`src/rtl/wb_cmd_master.sv`:
```
// ============================================================================
// Module      : wb_cmd_master
// Description : Wishbone classic master. Runs host commands from a FIFO as
//               single bus cycles and returns one response per command.
//               It also latches rising edges of the slave interrupt line.
//               Optional macro WB_CMD_TIMEOUT_EN enables the REQ timeout.
// Revision    : 1.0 - initial release
// ============================================================================
`default_nettype none

module wb_cmd_master #(
    parameter int ADDR_W  = 3,
    parameter int DATA_W  = 8,
    parameter int DEPTH   = 4,
    parameter int TIMEOUT = 16
) (
    input  logic                wb_clk_i,
    input  logic                wb_rst_i,
    input  logic                cmd_valid_i,
    output logic                cmd_ready_o,
    input  logic                cmd_we_i,
    input  logic [ADDR_W-1:0]   cmd_adr_i,
    input  logic [DATA_W-1:0]   cmd_dat_i,
    input  logic [DATA_W/8-1:0] cmd_sel_i,
    output logic                rsp_valid_o,
    input  logic                rsp_ready_i,
    output logic [DATA_W-1:0]   rsp_dat_o,
    output logic                rsp_err_o,
    output logic [ADDR_W-1:0]   wb_adr_o,
    output logic [DATA_W-1:0]   wb_dat_o,
    output logic [DATA_W/8-1:0] wb_sel_o,
    output logic                wb_we_o,
    output logic                wb_stb_o,
    output logic                wb_cyc_o,
    input  logic [DATA_W-1:0]   wb_dat_i,
    input  logic                wb_ack_i,
    input  logic                int_i,
    output logic                int_pending_o,
    input  logic                int_clr_i,
    output logic                busy_o
);

    localparam int SEL_W = DATA_W / 8;
    localparam int PTR_W = (DEPTH > 1) ? $clog2(DEPTH) : 1;
    localparam logic [PTR_W:0] PTR_ONE = {{PTR_W{1'b0}}, 1'b1};

    if ((DATA_W % 8) != 0 || DEPTH < 2 || (DEPTH & (DEPTH - 1)) != 0 || TIMEOUT < 2) begin : g_param_check
        $error("wb_cmd_master: illegal parameter combination");
    end

    typedef enum logic [1:0] {
        ST_IDLE = 2'd0,
        ST_REQ  = 2'd1,
        ST_RSP  = 2'd2
    } state_t;

    state_t state, state_nxt;

    // Command FIFO; pointers carry one extra wrap bit to tell full from empty.
    logic              fifo_we  [DEPTH];
    logic [ADDR_W-1:0] fifo_adr [DEPTH];
    logic [DATA_W-1:0] fifo_dat [DEPTH];
    logic [SEL_W-1:0]  fifo_sel [DEPTH];
    logic [PTR_W:0]    wr_ptr, rd_ptr;
    logic              empty, full, push, pop;

    assign empty       = (wr_ptr == rd_ptr);
    assign full        = (wr_ptr[PTR_W] != rd_ptr[PTR_W]) &&
                         (wr_ptr[PTR_W-1:0] == rd_ptr[PTR_W-1:0]);
    assign cmd_ready_o = !full && wb_rst_i;
    assign push        = cmd_valid_i && cmd_ready_o;

    always_ff @(posedge wb_clk_i) begin
        if (push) begin
            fifo_we [wr_ptr[PTR_W-1:0]] <= cmd_we_i;
            fifo_adr[wr_ptr[PTR_W-1:0]] <= cmd_adr_i;
            fifo_dat[wr_ptr[PTR_W-1:0]] <= cmd_dat_i;
            fifo_sel[wr_ptr[PTR_W-1:0]] <= cmd_sel_i;
        end
    end

    always_ff @(posedge wb_clk_i) begin
        if (!wb_rst_i) begin
            wr_ptr <= '0;
            rd_ptr <= '0;
        end else begin
            if (push) wr_ptr <= wr_ptr + PTR_ONE;
            if (pop)  rd_ptr <= rd_ptr + PTR_ONE;
        end
    end

    logic              cyc, cyc_nxt, we_nxt, rsp_valid_nxt, rsp_err_nxt;
    logic [ADDR_W-1:0] adr_nxt;
    logic [DATA_W-1:0] dat_nxt, rsp_dat_nxt;
    logic [SEL_W-1:0]  sel_nxt;

`ifdef WB_CMD_TIMEOUT_EN
    localparam int CNT_W = $clog2(TIMEOUT);
    localparam logic [CNT_W-1:0] CNT_LAST = CNT_W'(TIMEOUT - 1);
    localparam logic [CNT_W-1:0] CNT_ONE  = CNT_W'(1);
    logic [CNT_W-1:0] to_cnt, to_cnt_nxt;

    always_ff @(posedge wb_clk_i) begin
        if (!wb_rst_i) to_cnt <= '0;
        else           to_cnt <= to_cnt_nxt;
    end
`endif

    always_ff @(posedge wb_clk_i) begin
        if (!wb_rst_i) state <= ST_IDLE;
        else           state <= state_nxt;
    end

    always_comb begin
        state_nxt     = state;
        pop           = 1'b0;
        cyc_nxt       = cyc;
        adr_nxt       = wb_adr_o;
        dat_nxt       = wb_dat_o;
        sel_nxt       = wb_sel_o;
        we_nxt        = wb_we_o;
        rsp_valid_nxt = rsp_valid_o;
        rsp_dat_nxt   = rsp_dat_o;
        rsp_err_nxt   = rsp_err_o;
`ifdef WB_CMD_TIMEOUT_EN
        to_cnt_nxt    = to_cnt;
`endif
        case (state)
            ST_IDLE: begin
                if (!empty) begin
                    pop       = 1'b1;
                    adr_nxt   = fifo_adr[rd_ptr[PTR_W-1:0]];
                    we_nxt    = fifo_we[rd_ptr[PTR_W-1:0]];
                    dat_nxt   = fifo_we[rd_ptr[PTR_W-1:0]] ? fifo_dat[rd_ptr[PTR_W-1:0]] : '0;
                    sel_nxt   = fifo_sel[rd_ptr[PTR_W-1:0]];
                    cyc_nxt   = 1'b1;
                    state_nxt = ST_REQ;
`ifdef WB_CMD_TIMEOUT_EN
                    to_cnt_nxt = '0;
`endif
                end
            end
            ST_REQ: begin
                if (wb_ack_i) begin
                    cyc_nxt       = 1'b0;
                    rsp_valid_nxt = 1'b1;
                    rsp_dat_nxt   = wb_we_o ? '0 : wb_dat_i;
                    rsp_err_nxt   = 1'b0;
                    state_nxt     = ST_RSP;
                end
`ifdef WB_CMD_TIMEOUT_EN
                else if (to_cnt == CNT_LAST) begin
                    cyc_nxt       = 1'b0;
                    rsp_valid_nxt = 1'b1;
                    rsp_dat_nxt   = '0;
                    rsp_err_nxt   = 1'b1;
                    state_nxt     = ST_RSP;
                end else begin
                    to_cnt_nxt = to_cnt + CNT_ONE;
                end
`endif
            end
            ST_RSP: begin
                if (rsp_ready_i) begin
                    rsp_valid_nxt = 1'b0;
                    state_nxt     = ST_IDLE;
                end
            end
            default: state_nxt = ST_IDLE;
        endcase
    end

    always_ff @(posedge wb_clk_i) begin
        if (!wb_rst_i) begin
            cyc         <= 1'b0;
            wb_adr_o    <= '0;
            wb_dat_o    <= '0;
            wb_sel_o    <= '0;
            wb_we_o     <= 1'b0;
            rsp_valid_o <= 1'b0;
            rsp_dat_o   <= '0;
            rsp_err_o   <= 1'b0;
        end else begin
            cyc         <= cyc_nxt;
            wb_adr_o    <= adr_nxt;
            wb_dat_o    <= dat_nxt;
            wb_sel_o    <= sel_nxt;
            wb_we_o     <= we_nxt;
            rsp_valid_o <= rsp_valid_nxt;
            rsp_dat_o   <= rsp_dat_nxt;
            rsp_err_o   <= rsp_err_nxt;
        end
    end

    assign wb_cyc_o = cyc;
    assign wb_stb_o = cyc;
    assign busy_o   = !empty || (state != ST_IDLE);

    // A fresh rising edge beats a simultaneous clear.
    logic int_prev;

    always_ff @(posedge wb_clk_i) begin
        if (!wb_rst_i) begin
            int_prev      <= 1'b0;
            int_pending_o <= 1'b0;
        end else begin
            int_prev <= int_i;
            if (int_i && !int_prev) int_pending_o <= 1'b1;
            else if (int_clr_i)     int_pending_o <= 1'b0;
        end
    end

endmodule

`default_nettype wire
```
`config.mk`:
```
export PLATFORM = sky130hd
export DESIGN_NAME = wb_cmd_master
export DESIGN_NICKNAME = d
export VERILOG_FILES = /design/src/rtl/wb_cmd_master.sv
export SDC_FILE = /design/constraint.sdc
export NUM_CORES = 1
export LEC_CHECK = 0
export CORE_UTILIZATION = 53
export DETAILED_ROUTE_END_ITERATION = 7
export PLACE_DENSITY = 0.89
export SLEW_MARGIN = 40
export SYNTH_ARGS = -nofsm -noshare
export SYNTH_HDL_FRONTEND = slang
export SYNTH_SLANG_ARGS = --single-unit
```
`constraint.sdc`:
```
create_clock -name wb_clk_i -period 2.34 [get_ports wb_clk_i]
set_clock_uncertainty 0.1 [all_clocks]
set_input_delay 0.468 -clock wb_clk_i [delete_from_list [all_inputs] [get_ports wb_clk_i]]
set_output_delay 0.468 -clock wb_clk_i [all_outputs]
set_load 0.05 [all_outputs]
```
==> flow_summary.yaml <==
power_and_ir_drop:
  p_sw_share_pct: 36.7
  combPwrFrac_pct: 40.1
  power.leakage_nw: 1.62
  ir_drop_mv: 0.864
  p_per_area_nw_per_um2: 1150
  power.internal_w: 0.00332
  pwr-share-clk_pct: 21.3
  power_frac_seq_pct: 38.6
  p_switching_w: 0.00192
  finalPower_w: 0.00524
sta:
  tightest_slew_ns: 0.647
  final.min_clock_period_ns: 2.27
  maxClockFrequency_mhz: 441
  setup_viol: 0
  period_share_pct: 96.9
  slew_headroom_pct: 56.9
  hold_viol_final: 0
  drv_slew: 0
detailed_routing:
  drt_iter0_drc: 144
  ant_nets: 0
  drt_wl_total_um: 7150
  via_count: 2347
  wl_per_cell_um: 17.5
  via_per_inst: 5.74
  first_pass_iters: 8
  drc_errors: 4
logic_synthesis:
  synth_cell_types: 47
  synthMuxAreaShare_pct: 10.9
  syn-num-nets: 293
  synth_xor_area_share_pct: 1.88
  synth.avg_cell_area_um2: 13.8
  ys.flop_type: "edfxtp_1"
  synth-simple-area-share_pct: 10.9
  synth_top_family_by_area: "multiplexers"
  synth_adder_area_share_pct: 1.74
  postSynthCellCount: 260
  synth.ff_latch_count: 87
  synth_compound_area_share_pct: 7.07
  netlist_area_um2: 3590
  synth_edf_count: 52
  asyncSetResetFlopFracSynth_pct: 0
  synth_warnings: 0
  synth_seq_area_share_pct: 63.0
floorplanning:
  pin_count: 56
  die_area_um2: 7110
  start_util_pct: 55.6
  num_rows: 29
  die_w_um: 84.3
  coreArea_um2: 6460
  die_y_um: 84.3
critical_path:
  critical_path.cell_chain: "xor2_1, nor3_1, nand2_1, buf_12"
  arrival_ns: 1.70
  cpMaxStageDelayCell: "dfxtp_1"
  path_delay_family: "flip-flops"
  critPathMaxStageDelay_ns: 0.45
  path_class: "flop to primary output"
  endpoint_kind: "primary output"
  worst-path-max-fanout: 5
  worst_setup_path_start_kind: "flop"
  path_buf_inv: 1
  cp.required_ns: 1.77
placement:
  placed_area_um2: 4290
  post-dp-hpwl_um: 4810
  io_buffers: 54
  dp.cells: 389
  place_congestion: 0.769
clocking:
  path_clk_slew_ns: 0.08
  cts_inserted_buffers: 9
  clockRootBuffer: "clkbuf_8"
  cts.sinks: 87
  tritoncts: "yes"
  clkLatencyLatePin_ns: 0.35
  htree_levels: 3
  cts_buffer_depth: 2
  hold_buffers: 0
outcome:
  outcome: "finished with violations"
  violations: "design-rule violations"
finish:
  syn_to_final_growth_pct: 27.3
  final_area_um2: 4570
  nets: 360
  final_util_pct: 70.8
  finalNonFillerCells: 409
  final_cell_mix: "edfxtp_1 (52), clkdlybuf4s50_1 (52), nand2_1 (42)"
  drive_gt1_share_pct: 16.9
  n_antenna_cell: 0
global_route:
  use_met3_pct: 5.11
  gr-usage-met1_pct: 25.7
  grt.overflow.total: 0
  grt_pass1_wl_um: 11200
  antenna_found_initial: 0
  grt_usage_pct: 21.0
  grtUsageMet2_pct: 34.6
  busiest_layer: "met2"
  grt_max_degree: 25
  first_global_vias: 2357
worst_hold_path:
  hold_class: "flop to flop"
run:
  cap_violations: 0
==> cells by family (layout without fill, tap and decap cells) <==
group,Yosys count,count (layout)
buf+inv,26,98
simple gates,77,77
flops,87,87
compound gates,35,35
other cells,1,1
xor+xnor,6,6
mux,23,23
fa+ha+maj,5,5
==> layer usage <==
layer	wire, um	share of wire (%)
met1	3000	42
met2	3590	50
met3	390	5.5
met4	165	2.3
met5	0	0
==> path summary, 6_finish.rpt <==
path	from	depth (start not counted)	endpoint	slack, ns
max	rd_ptr[2]$_SDFFE_PN0P_	4	busy_o	0.07
min	rsp_dat_o[6]$_SDFFE_PN0P_	2	rsp_dat_o[6]$_SDFFE_PN0P_	0.35
max reg2reg	rd_ptr[0]$_SDFFE_PN0P_	5	rd_ptr[2]$_SDFFE_PN0P_	0.32
min reg2reg	rsp_dat_o[6]$_SDFFE_PN0P_	2	rsp_dat_o[6]$_SDFFE_PN0P_	0.35
==> power groups by stage <==
| stage | logic, W | clock network [W] | registers [W] |
|---|---|---|---|
| after global placement | 0.00193 | 0 | 0.00204 |
| after CTS | 0.00201 | 0.00113 | 0.00202 |
| after floorplan | 0.000991 | 0 | 0.00242 |
| after global routing | 0.00220 | 0.00120 | 0.00205 |
| after detailed placement | 0.00200 | 0 | 0.00205 |
| final | 0.00210 | 0.00112 | 0.00202 |
==> timing repair <==
item | 4_1_cts | 5_1_grt
buffers inserted | 0 | 4
gates cloned | 0 | 0
pin swaps | 0 | 2
endpoints found under the setup margin | 1 | 1
gates resized for setup | 2 | 0
==> area by class of cell <==
class	count	area, um2
inverters	8	30.0
clock buffers	11	131
repair buffers	74	761
well taps	77	96.3
clock inverters	5	81.3
multi-input cells	147	1210
flip-flops and latches	87	2260
fillers	433	1890
==> worst min-delay path, cell delays in order (launching register included) <==
cell and delay [ns]:
dfxtp_1 0.32, nand2_1 0.05, a21oi_1 0.05
==> cell usage after synthesis (2+ instances only) <==
master / count / area share, %
a211oi_1: 3 / 0.63
a21oi_1: 12 / 1.7
a311o_1: 2 / 0.56
and3_1: 4 / 0.70
buf_2: 3 / 0.42
buf_4: 4 / 0.84
buf_6: 5 / 1.6
clkbuf_1: 4 / 0.42
dfxtp_1: 35 / 20
edfxtp_1: 52 / 43
ha_1: 5 / 1.7
inv_1: 7 / 0.73
mux2i_1: 10 / 2.8
mux4_2: 13 / 8.2
nand2_1: 42 / 4.4
nand3b_1: 9 / 1.9
nor2_1: 4 / 0.42
nor3_1: 2 / 0.28
o221ai_1: 7 / 1.7
or4_1: 7 / 1.5
xnor2_1: 3 / 0.73
xor2_2: 2 / 0.91
==> metrics by stage <==
step / worst slack, ns / hold slack, ns / setup TNS [ns]
after floorplan: 0.121 / 0.433 / 0
after global placement: 0.271 / 0.337 / 0
after detailed placement: 0.209 / 0.345 / 0
after CTS: 0.0608 / 0.358 / 0
after global routing: -0.00343 / 0.376 / -0.00343
final: 0.0725 / 0.355 / 0
==> registers in the layout, indices dropped and copies added (netlist names), named ones only <==
name	flops
wb_sel_o	1
fifo_we	4
wr_ptr	3
wb_dat_o	8
rsp_dat_o	8
wb_cyc_o	1
rsp_valid_o	1
fifo_adr	12
int_pending_o	1
fifo_dat	32
state	2
fifo_sel	4
int_prev	1
wb_adr_o	3
wb_we_o	1
rd_ptr	3
Note: power is estimated with default switching activity, not from simulation.
